--- config.mk ---
export PLATFORM = sky130hd
export DESIGN_NAME = tdm_tx
export DESIGN_NICKNAME = d
export VERILOG_FILES = /design/src/rtl/tdm_tx.sv
export SDC_FILE = /design/constraint.sdc
export NUM_CORES = 1
export LEC_CHECK = 0
export ABC_CLOCK_PERIOD_IN_PS = 4100
export BUFFER_PORTS_ARGS = -buffer_cell sky130_fd_sc_hd__buf_4
export CAP_MARGIN = 20
export CORE_MARGIN = 4
export CORE_UTILIZATION = 39
export CTS_CLUSTER_SIZE = 12
export DETAILED_ROUTE_END_ITERATION = 16
export GPL_TIMING_DRIVEN = 0
export PLACE_DENSITY = 0.67
export SYNTH_ARGS = -nofsm -noshare
export SYNTH_HDL_FRONTEND = slang
export SYNTH_SLANG_ARGS = --single-unit
--- constraint.sdc ---
create_clock -name clk -period 4.1 [get_ports clk]
set_clock_uncertainty 0.15 [all_clocks]
set_input_delay 1.025 -clock clk [delete_from_list [all_inputs] [get_ports clk]]
set_output_delay 1.025 -clock clk [all_outputs]
set_load 0.05 [all_outputs]
--- src/rtl/tdm_tx.sv ---
// Purpose : I2S / TDM serial audio transmitter; one NCH-sample frame per valid/ready transfer, sent MSB-first on sdo.
// Latency : sclk pin fall -> sdo update 3 clk; lrclk pin fall -> underrun pulse 3 clk.
// Backpress: s_ready = holding buffer empty; at most one frame is accepted per frame sync.
//
// Ports:
//   clk, rst            audio-domain clock (>= 4x sclk), async active-high reset
//   s_data/s_valid/s_ready  frame input, channel c = s_data[c*DW +: DW]
//   sclk, lrclk         external bit clock / frame sync, asynchronous to clk
//   sdo                 serial data out
//   underrun            one-cycle pulse when a frame sync finds no buffered frame
//   underrun_cnt        saturating underrun counter, only with TDM_TX_UNDERRUN_CNT_EN defined
module tdm_tx #(
    parameter int DW  = 24,
    parameter int SW  = 32,
    parameter int NCH = 2,
    parameter int FMT = 0
) (
    input  logic              clk,
    input  logic              rst,
    input  logic [NCH*DW-1:0] s_data,
    input  logic              s_valid,
    output logic              s_ready,
    input  logic              sclk,
    input  logic              lrclk,
    output logic              sdo,
    output logic              underrun
`ifdef TDM_TX_UNDERRUN_CNT_EN
    ,
    output logic [15:0]       underrun_cnt
`endif
);

    localparam int TOT = NCH * SW;
    localparam int KW  = $clog2(TOT + 1);

    // Synchronisers followed by a one-register edge detector.
    logic [1:0] sclk_sync;
    logic [1:0] lr_sync;
    logic       sclk_d;
    logic       lr_d;
    logic       sclk_fall;
    logic       fs;

    always_ff @(posedge clk or posedge rst) begin
        if (rst) begin
            sclk_sync <= '0;
            lr_sync   <= '0;
            sclk_d    <= 1'b0;
            lr_d      <= 1'b0;
        end else begin
            sclk_sync <= {sclk_sync[0], sclk};
            lr_sync   <= {lr_sync[0], lrclk};
            sclk_d    <= sclk_sync[1];
            lr_d      <= lr_sync[1];
        end
    end

    assign sclk_fall = sclk_d & ~sclk_sync[1];
    assign fs        = lr_d & ~lr_sync[1];

    // Holding buffer. 'alive' keeps s_ready low until the first edge after reset.
    logic [NCH*DW-1:0] buf_dat;
    logic              full;
    logic              alive;
    logic              xfer;

    assign s_ready = alive & ~full;
    assign xfer    = s_valid & s_ready;

    always_ff @(posedge clk or posedge rst) begin
        if (rst) begin
            buf_dat <= '0;
            full    <= 1'b0;
            alive   <= 1'b0;
        end else begin
            alive <= 1'b1;
            // A transfer can only happen with the buffer empty, so when it
            // coincides with FS the buffer was not loaded into the shifter
            // and the new frame waits here for the next FS.
            if (xfer) begin
                buf_dat <= s_data;
                full    <= 1'b1;
            end else if (fs) begin
                full    <= 1'b0;
            end
        end
    end

    // Slot layout of the frame as it goes on the wire: vector MSB is sent first,
    // each slot holds DW data bits MSB-first followed by SW-DW zero bits.
    // An empty buffer formats to all zeros, which is exactly the underrun frame.
    logic [TOT-1:0] load_vec;

    always_comb begin
        load_vec = '0;
        if (full) begin
            for (int c = 0; c < NCH; c++) begin
                for (int j = 0; j < DW; j++) begin
                    load_vec[TOT-1-c*SW-j] = buf_dat[c*DW+DW-1-j];
                end
            end
        end
    end

    // Shifter: sh[TOT-1] is the next bit to go out, k counts bits already sent.
    // k resets to TOT so no sclk edge can shift anything before the first FS.
    logic [TOT-1:0] sh;
    logic [KW-1:0]  k;

    always_ff @(posedge clk or posedge rst) begin
        if (rst) begin
            sh       <= '0;
            k        <= KW'(TOT);
            sdo      <= 1'b0;
            underrun <= 1'b0;
        end else begin
            underrun <= fs & ~full;
            if (fs) begin
                // FS is edge n=0. Left-justified drives bit 0 right away; I2S
                // holds the previous value on n=0 and starts one edge later.
                if (FMT == 1) begin
                    sdo <= load_vec[TOT-1];
                    sh  <= load_vec << 1;
                    k   <= KW'(1);
                end else begin
                    sh  <= load_vec;
                    k   <= '0;
                end
            end else if (sclk_fall) begin
                if (k < KW'(TOT)) begin
                    sdo <= sh[TOT-1];
                    sh  <= sh << 1;
                    k   <= k + KW'(1);
                end else begin
                    // Long frame: pad with zeros until the next FS.
                    sdo <= 1'b0;
                end
            end
        end
    end

`ifdef TDM_TX_UNDERRUN_CNT_EN
    always_ff @(posedge clk or posedge rst) begin
        if (rst) begin
            underrun_cnt <= '0;
        end else if (underrun && (underrun_cnt != 16'hFFFF)) begin
            underrun_cnt <= underrun_cnt + 16'd1;
        end
    end
`endif

endmodule
* Yosys cells after proc, flatten, opt, wreduce, memory -nomap -nowiden
Index checks and enable logic that the tools add are counted.
** Word-level totals
- Register bits :: 129
- Input port bits :: 53
- Output and inout port bits :: 3
- Logic and storage cells :: 38
** Cells by class
- $add $sub $neg :: 1
- $lt $le $gt $ge :: 1
- Multiplexer cells :: 11
- Bitwise gates (word level) :: 9
- Reductions and logical operators :: 5
** Operators with widths (number)
- $mux W64 :: 3
- $mux W24 :: 2
- $mux W7 :: 3
- $add A7 B1 Y7 const B :: 1
- $lt A7 B7 Y1 const B :: 1
- $reduce_bool A2 Y1 :: 3
- $and A1 B1 Y1 :: 5
- $not A1 Y1 :: 4
- $reduce_and A2 Y1 :: 2
- $mux W1 :: 3

* Depth between registers and ports, before layout
Gate-level depths: netlist (run 1).
- Depth after elaboration :: 4
- Mapped depth :: 6
- Mapped depth without buffers :: 4

* Worst setup path after synthesis (run 1)
No wires, ideal clock.
- Kind :: flip-flop to output port
- Start point :: register full
- End point :: output port s_ready
- Arrival time :: 1208 ps
- Required time :: 2925 ps
- Slack :: 1717 ps
- Stages on the path, launching flop included :: 3
- Path buffers :: 1
- Path through :: dfrtp_1 > clkbuf_1 > nor2b_1
** Between the ends
- Longest elaborated chain between the ends :: 2
** RTL lines
- from (decl) :: line 63 : logic full;
- from (signal assigned) :: line 73 : full <= 1'b0;
- from (signal assigned) :: line 82 : full <= 1'b1;
- from (signal assigned) :: line 84 : full <= 1'b0;
- $not A1 Y1 :: line 67 : assign s_ready = alive & ~full;
- $and A1 B1 Y1 :: line 67
- to (decl) :: line 22 : output logic s_ready,
No other way between the ends.

* Final worst setup path (run 1)
Same ends and word-level chain as after synthesis.

==> results.cfg, run 1 <==
[status]
status = finished clean

[pwr]
ir_drop_mv = 0.247
power_density_mw_per_mm2 = 548
p_leak_nw = 2.74

[global_route]
grt_max_degree = 45
grt_pass1_vias = 3873
grt.overflow.total = 0
grt_pass1_wl_um = 18400
antenna_found_initial = 0
track_usage_pct = 16.0

[critical_path]
required_ns = 2.92
slowest_delay_ns = 0.35
slowest_stage = dfrtp_1
critPathMaxFanout = 6
start_kind = flop
cp_top_family = buffers and inverters
crit_buf_inv = 2
path_class = flop to output pin
path_cells = clkbuf_1 > nor2b_1 > buf_4
worst_ep_arrival_time_ns = 1.41
endpoint_kind = output pin

[timing]
fmax_ghz = 0.387
final_max_slew_viol_count = 0
rsz0062_at_grt = false
min_period_ns = 2.59
holdWs_ns = 0.195
max_slew_margin_pct = 63.8
finalHoldViolCount = 0
period_share_pct = 63.0
tns_ns = 0
setup_viol = 0
max_slew.worst_pin.slew_ns = 0.543

[place]
dp_hpwl_um = 7290
io_buffers = 55
gp_congestion = 0.798

[finish]
nNetsFinal = 593
syn_to_final_growth_pct = 24.2
final_cell_mix = a21oi_1 (154), dfrtp_1 (120), nand2_1 (72), buf_4 (55), mux2_2 (48)
layout-drive-gt1-share_pct = 25.7
n_fill_cell = 1126
multi_input_area_mm2 = 0.00175
final_common_cell = a21oi_1
regArea_mm2 = 0.00303
antenna_cells = 0

[drt]
routed_via_density = 5.06
drt_iter0_drc = 175
wl_um = 10600
vias = 3621
drc_errors = 0
ant_nets = 0
wire_per_inst_um = 14.8
drt_pre_antenna_iters = 4

[synth]
synth-async-reset-ratio_pct = 100
netlist_top_cells_area = dfrtp_1 (61%), a21oi_1 (16%), mux2_2 (11%), nand2_1 (5.5%), clkbuf_1 (1.9%)
netlist_area_mm2 = 0.00495
synth_edf_count = 0
yosys.area.top_type = dfrtp_1
syn-instance-count = 462
synth_top_area_share_pct = 60.7
avgSynthCellArea_um2 = 10.7
synth_top_flop_cell = dfrtp_1
synth.net_count = 516
synth_cell_types = 25
synth.yosys.seq_area_share_pct = 61.2
synth_seq_cells = 121
ys_warn_count = 0

[floorplanning]
coreArea_mm2 = 0.0122
initial_core_util_pct = 40.5
die_area_mm2 = 0.0145
fp-row-count = 40
die_h_um = 121
die_w_um = 121
io_pins = 56

[clocking]
h-tree-depth = 4
cts_setup_buffers = 0
cts_hold_buf = 0
cts_root_buffer = clkbuf_16
clk_latency_ns = 0.41
cts_tree = yes
post_cts_resized = 0
cts_max_path_buffers = 2
cts_buffers = 17
clkSinkCount = 121
path_clk_slew_ns = 0.05

[job]
cap_violations = 0

[min_path]
holdCritPathClass = flop to flop
## power breakdown
group | total (mW) | switching [mW] | internal [mW]
Clock | 1.31 | 0.479 | 0.828
Sequential | 1.57 | 0.132 | 1.44
Combinational | 0.486 | 0.243 | 0.242
## final cells by class
type                            instances  share of cell area (%)
Multi-Input combinational cell        301                    28.6
Buffer                                 37                    2.47
Timing Repair Buffer                   58                    7.70
Clock inverter                          5                   0.815
Tap cell                              168                    3.42
Sequential cell                       121                    49.3
Clock buffer                           23                    7.46
Inverter                                3                   0.244
## registers in the layout, summed over array words and instances (netlist names)
register / cells
full: 1
alive: 1
k: 7
buf_dat: 48
sclk_sync: 2
sdo: 1
underrun: 1
lr_d: 1
sh: 56
lr_sync: 2
sclk_d: 1
## Yosys cell counts, types with 2 or more instances
cell,instances
clkbuf_1,25
nand2_1,72
nand2b_1,2
buf_2,10
o21ai_0,3
buf_1,2
dfrtp_1,120
or4_1,2
inv_1,3
nand3_1,4
or3_1,2
o31ai_1,2
nor2_1,2
a21oi_1,154
nor2b_1,2
mux2_2,48
## path summary, 6_finish.rpt
kind	from	end	slack (ns)	cells past startpoint
hold reg to reg	lr_sync[0]	lr_sync[1]	0.20	0
max in group asynchronous	rst	k[6]	2.59	4
setup reg to reg	full	buf_dat[41]	1.98	6
min in group asynchronous	rst	lr_sync[0]	0.43	2
setup / recovery	full	s_ready	1.51	3
hold / removal	lr_sync[0]	lr_sync[1]	0.20	0
## worst register-to-register path, stage by stage (launching register included)
cell and delay, ns:
dfrtp_1 0.31, clkbuf_1 0.24, nor2b_1 0.13, nand2_1 0.14, buf_2 0.32, buf_2 0.35
mux2_2 0.37
## kinds of logic (layout without fill, tap and decap cells)
logic type	after synthesis	count (layout)	share of synthesized area, %
flip-flops	121	121	61.2
adder cells (fa/ha/maj)	1	1	0.253
XOR/XNOR	1	1	0.177
other	1	1	0.0758
AO/OA/AOI/OAI	161	161	16.5
multiplexers	48	48	10.9
AND/OR/NAND/NOR	89	89	7.51
buffers and inverters	40	126	3.29
## stage by stage
stage / util [%] / cells / worst slack (ns) / instance area [um2] / power [mW]
finish: 50.3 / 716 / 1.51 / 6140 / 3.36
global route: 50.3 / 716 / 1.41 / 6140 / 3.54
CTS: 50.3 / 716 / 1.48 / 6140 / 3.40
detailed placement: 46.1 / 688 / 1.55 / 5630 / 2.08
global placement: 45.6 / 685 / 0.736 / 5570 / 2.04
floorplan: - / 462 / 1.44 / 4950 / 1.91
## layer usage
| metal | track usage (%) | wire, um | vias up |
|---|---|---|---|
| li1 | - | - | 1752 |
| met4 | 7.93 | 255 | 0 |
| met3 | 4.02 | 358 | 20 |
| met1 | 20.7 | 4890 | 1774 |
| met2 | 25.0 | 5090 | 75 |
| met5 | 0 | 0 | - |
No activity file was read; power rests on OpenSTA's default activity.
==> inputs of run 2 (changes only) <==
Settings changed: ABC_CLOCK_PERIOD_IN_PS 4100 to 2300.
Clock period 4.1 ns to 2.3 ns, I/O delays scaled along.
==> results.cfg, run 2 (synthesis gave the netlist of run 1 again) <==
[floorplanning]
die_h_um = 121
coreArea_mm2 = 0.0122
die_area_mm2 = 0.0145
initial_core_util_pct = 40.5
io_pins = 56
fp-row-count = 40
die_w_um = 121

[clocking]
h-tree-depth = 4
cts_max_path_buffers = 2
cts_buffers = 17
clk_latency_ns = 0.42
cts_root_buffer = clkbuf_16
cts_tree = yes
cts_setup_buffers = 0
post_cts_resized = 0
clkSinkCount = 121
cts_hold_buf = 0
path_clk_slew_ns = 0.05

[timing]
finalHoldViolCount = 0
tns_ns = 0
rsz0062_at_grt = false
min_period_ns = 2.13
fmax_ghz = 0.470
final_max_slew_viol_count = 0
period_share_pct = 92.5
max_slew.worst_pin.slew_ns = 0.816
max_slew_margin_pct = 45.5
setup_viol = 0

[global_route]
grt_pass1_vias = 3747
grt.overflow.total = 0
grt_pass1_wl_um = 18100
track_usage_pct = 15.9
grt_max_degree = 44
antenna_found_initial = 0

[critical_path]
endpoint = buf_dat[37]
worst_ep_arrival_time_ns = 2.27
endpoint_kind = flop
critPathMaxFanout = 10
required_ns = 2.45
path_class = flop to flop
critPathLaunch = full
r2r_start = full
rr_worst_depth = 6
worstReg2RegEnd = buf_dat[37]
start_kind = flop
r2r_slack_ns = 0.17

[min_path]
holdCritPathClass = input port to flop

[drt]
drt_pre_antenna_iters = 5
routed_via_density = 5.06
drc_errors = 0
ant_nets = 0
wire_per_inst_um = 14.7
wl_um = 10600
drt_iter0_drc = 181
vias = 3635

[place]
dp_hpwl_um = 7160
placed_cell_area_mm2 = 0.00562
gp_congestion = 0.787
dp.cells = 687
io_buffers = 55

[finish]
final_common_cell = a21oi_1
final_core_util_pct = 50.4
top_register = sh
layout-drive-gt1-share_pct = 26.0
antenna_cells = 0
top_regs = sh x56, buf_dat x48, k x7
syn_to_final_growth_pct = 24.4
nNetsFinal = 592
final_area_mm2 = 0.00615
largest_register_ffs = 56
stdcell_count = 719
final_cell_mix = a21oi_1 (154), dfrtp_1 (120), nand2_1 (72), buf_4 (55), mux2_2 (48)
n_fill_cell = 1141

[pwr]
p_leak_nw = 2.74
finalPower_mw = 6.06
power_density_mw_per_mm2 = 985
ir_drop_mv = 0.579

[status]
status = finished clean

[job]
cap_violations = 0
-- run 2: cell types whose count changed in the layout (fill, tap and decap cells not counted), sizes merged --
cell | before | now
buf | 70 | 69
bufinv | 1 | 0
clkbuf | 48 | 54
clkinv | 4 | 3
-- run 2: how the worst min path moves through the flow --
stage	depth (start not counted)	startpoint	to
5_1_grt	1	lrclk	lr_sync[0]
3_3_place_gp	0	lr_sync[0]	lr_sync[1]
3_5_place_dp	0	lr_sync[0]	lr_sync[1]
6_report	1	lrclk	lr_sync[0]
4_1_cts	1	lrclk	lr_sync[0]
2_1_floorplan	0	lr_sync[0]	lr_sync[1]
-- run 2: area by class of cell --
cell class              count  area (um2)  area share [%]
flip-flops and latches    121        3030            49.2
multi-input cells         301        1760            28.6
clock buffers              29         520            8.46
repair buffers             57         453            7.36
well taps                 168         210            3.42
plain buffers              37         151            2.46
clock inverters             3        15.0           0.244
inverters                   3        15.0           0.244
-- run 2: power by group --
part           switching (mW)  total, mW  leakage, nW  internal (mW)
Sequential              0.235       2.80         1.47           2.56
Clock                   0.887       2.40        0.265           1.51
Combinational           0.433      0.861         1.01          0.428
-- run 2: layer usage --
layer  wire (um)  up-vias  track usage [%]
li1            -     1751                -
met1        4600     1786             19.7
met2        5270       79             25.7
met3         490       19             4.96
met4         232        0             7.15
met5           0        -                0
-- run 2: worst max-delay path: stages (launching register included) --
cell,delay (ns)
dfrtp_1,0.32
clkbuf_1,0.29
nor2b_2,0.08
nand2_1,0.18
buf_2,0.30
buf_2,0.31
mux2_2,0.37
-- run 2: through the flow --
stage / setup slack (ns) / hold WS (ns)
2_1_floorplan: 0.0925 / 0.181
3_3_place_gp: -0.627 / 0.190
3_5_place_dp: 0.140 / 0.186
4_1_cts: 0.114 / 0.105
5_1_grt: 0.0144 / 0.101
6_report: 0.172 / 0.115
==> inputs of run 3 (changes only) <==
==> constraint.sdc (replaced) <==
create_clock -name clk -period 2.3 [get_ports clk]
set_clock_uncertainty 0.15 [all_clocks]
set_input_delay 0 -clock clk [delete_from_list [all_inputs] [get_ports clk]]
set_output_delay 0 -clock clk [all_outputs]
set_load 0.05 [all_outputs]
==> results.cfg, run 3 (synthesis gave the netlist of run 1 again) <==
[critical_path]
critPathMaxFanout = 10
cp_common_cell = buf_2
worst_ep_arrival_time_ns = 2.29
path_cells = clkbuf_1 > nor2b_2 > nand2_1 > buf_2 > buf_2 > mux2_2
start_kind = flop
r2r_start = full
required_ns = 2.45
worstReg2RegEnd = buf_dat[38]
path_class = flop to flop
r2r_slack_ns = 0.16
rr_worst_depth = 6
slowest_stage = mux2_2
slowest_delay_ns = 0.37
endpoint_kind = flop

[place]
dp_hpwl_um = 7160
gp_congestion = 0.787
post-place-ws_ns = 0.140
placed_cell_area_mm2 = 0.00562
dp.cells = 687
io_buffers = 55

[clocking]
cts_buffers = 17
cts_max_path_buffers = 2
path_clk_slew_ns = 0.05
cts_tree = yes
h-tree-depth = 4
clk_latency_ns = 0.42
cts_setup_buffers = 0
clkSinkCount = 121
cts_root_buffer = clkbuf_16

[timing]
holdWs_ns = 0.0880
period_share_pct = 93.0
rsz0062_at_grt = false
tns_ns = 0
timing.final.ws_setup_ns = 0.162
finalHoldViolCount = 0
max_slew.worst_pin.slew_ns = 0.813
setup_viol = 0
final_max_slew_viol_count = 0
min_period_ns = 2.14
fmax_ghz = 0.468
max_slew_margin_pct = 45.7

[job]
cap_violations = 0

[global_route]
track_usage_pct = 16.5
grt_pass1_vias = 3931
antenna_found_initial = 0
grt.overflow.total = 0
grt_pass1_wl_um = 18800
grt_max_degree = 44

[finish]
nNetsFinal = 643
multi_input_area_mm2 = 0.00176
syn_to_final_growth_pct = 34.7
top_regs = sh x56, buf_dat x48, k x7
largest_register_ffs = 56
stdcell_count = 770
final_common_cell = a21oi_1
n_fill_cell = 1089
final_area_mm2 = 0.00666
antenna_cells = 0
layout-drive-gt1-share_pct = 23.8
top_register = sh
final_cell_mix = a21oi_1 (154), dfrtp_1 (120), nand2_1 (72), buf_4 (55), dlygate4sd3_1 (51)
regArea_mm2 = 0.00303

[drt]
wl_um = 11000
drt_pre_antenna_iters = 4
wire_per_inst_um = 14.3
vias = 3831
drc_errors = 0
drt_iter0_drc = 201
ant_nets = 0
routed_via_density = 4.98

[floorplanning]
die_area_mm2 = 0.0145
fp-row-count = 40
initial_core_util_pct = 40.5
die_w_um = 121
io_pins = 56
die_h_um = 121
coreArea_mm2 = 0.0122

[pwr]
power_density_mw_per_mm2 = 920
p_leak_nw = 2.95
ir_drop_mv = 0.589

[min_path]
holdPathEnd = lr_sync[0]
hold_depth = 2
holdCritPathClass = input port to flop
hp-start = lrclk

[status]
status = finished clean
[run 3: changes by cell type in the layout (fill, tap and decap cells not counted), sizes merged]
| cell | change |
|---|---|
| dlygate4sd3 | +51 |
[run 3: worst max-delay path by stage]
| stage | from | to | slack (ns) | cells after the start |
|---|---|---|---|---|
| floorplan | full | buf_dat[37] | 0.26 | 6 |
| global placement | rst | buf_dat[30] | -0.05 | 2 |
| detailed placement | full | buf_dat[43] | 0.14 | 6 |
| CTS | full | buf_dat[37] | 0.11 | 6 |
| global route | full | buf_dat[38] | 0.02 | 6 |
| finish | full | buf_dat[38] | 0.16 | 6 |
[run 3: stage by stage]
step           total power [mW]  utilization (%)
5_1_grt                    6.44             54.5
4_1_cts                    6.18             54.5
2_1_floorplan              3.40                -
3_3_place_gp               3.64             45.7
3_5_place_dp               3.70             46.0
6_report                   6.13             54.5
[run 3: worst max-delay path: cells and delay by family, from the launching register on]
kind | cells | cell delay (ns)
DFF | 1 | 0.32
and+or+nand+nor | 2 | 0.26
buffers and inverters | 3 | 0.91
muxes | 1 | 0.37
[run 3: routing by layer]
metal  wire length [um]  track usage [%]  vias to the layer above  part of all wire (%)
li1                   -                -                     1852                     -
met1               4840             20.4                     1890                    44
met2               5530             27.1                       68                    50
met3                399             4.63                       21                   3.6
met4                236             7.15                        0                   2.1
met5                  0                0                        -                     0
[run 3: layout make-up]
class	instances	area share (%)
Sequential cell	121	45.5
Multi-Input combinational cell	301	26.4
Timing Repair Buffer	108	14.5
Clock buffer	29	7.81
Tap cell	168	3.16
Buffer	37	2.27
Clock inverter	3	0.225
Inverter	3	0.225
[run 3: power breakdown]
part           switching, mW  internal (mW)  total (mW)
clock                  0.883           1.51        2.40
combinational          0.449          0.485       0.933
sequential             0.237           2.56        2.80
total                   1.57           4.56        6.13
[run 3: what timing repair did]
| item | CTS | global route |
|---|---|---|
| endpoints found under the hold margin | 87 | 0 |
| resized for setup | 0 | 0 |
| hold buffers | 51 | 0 |
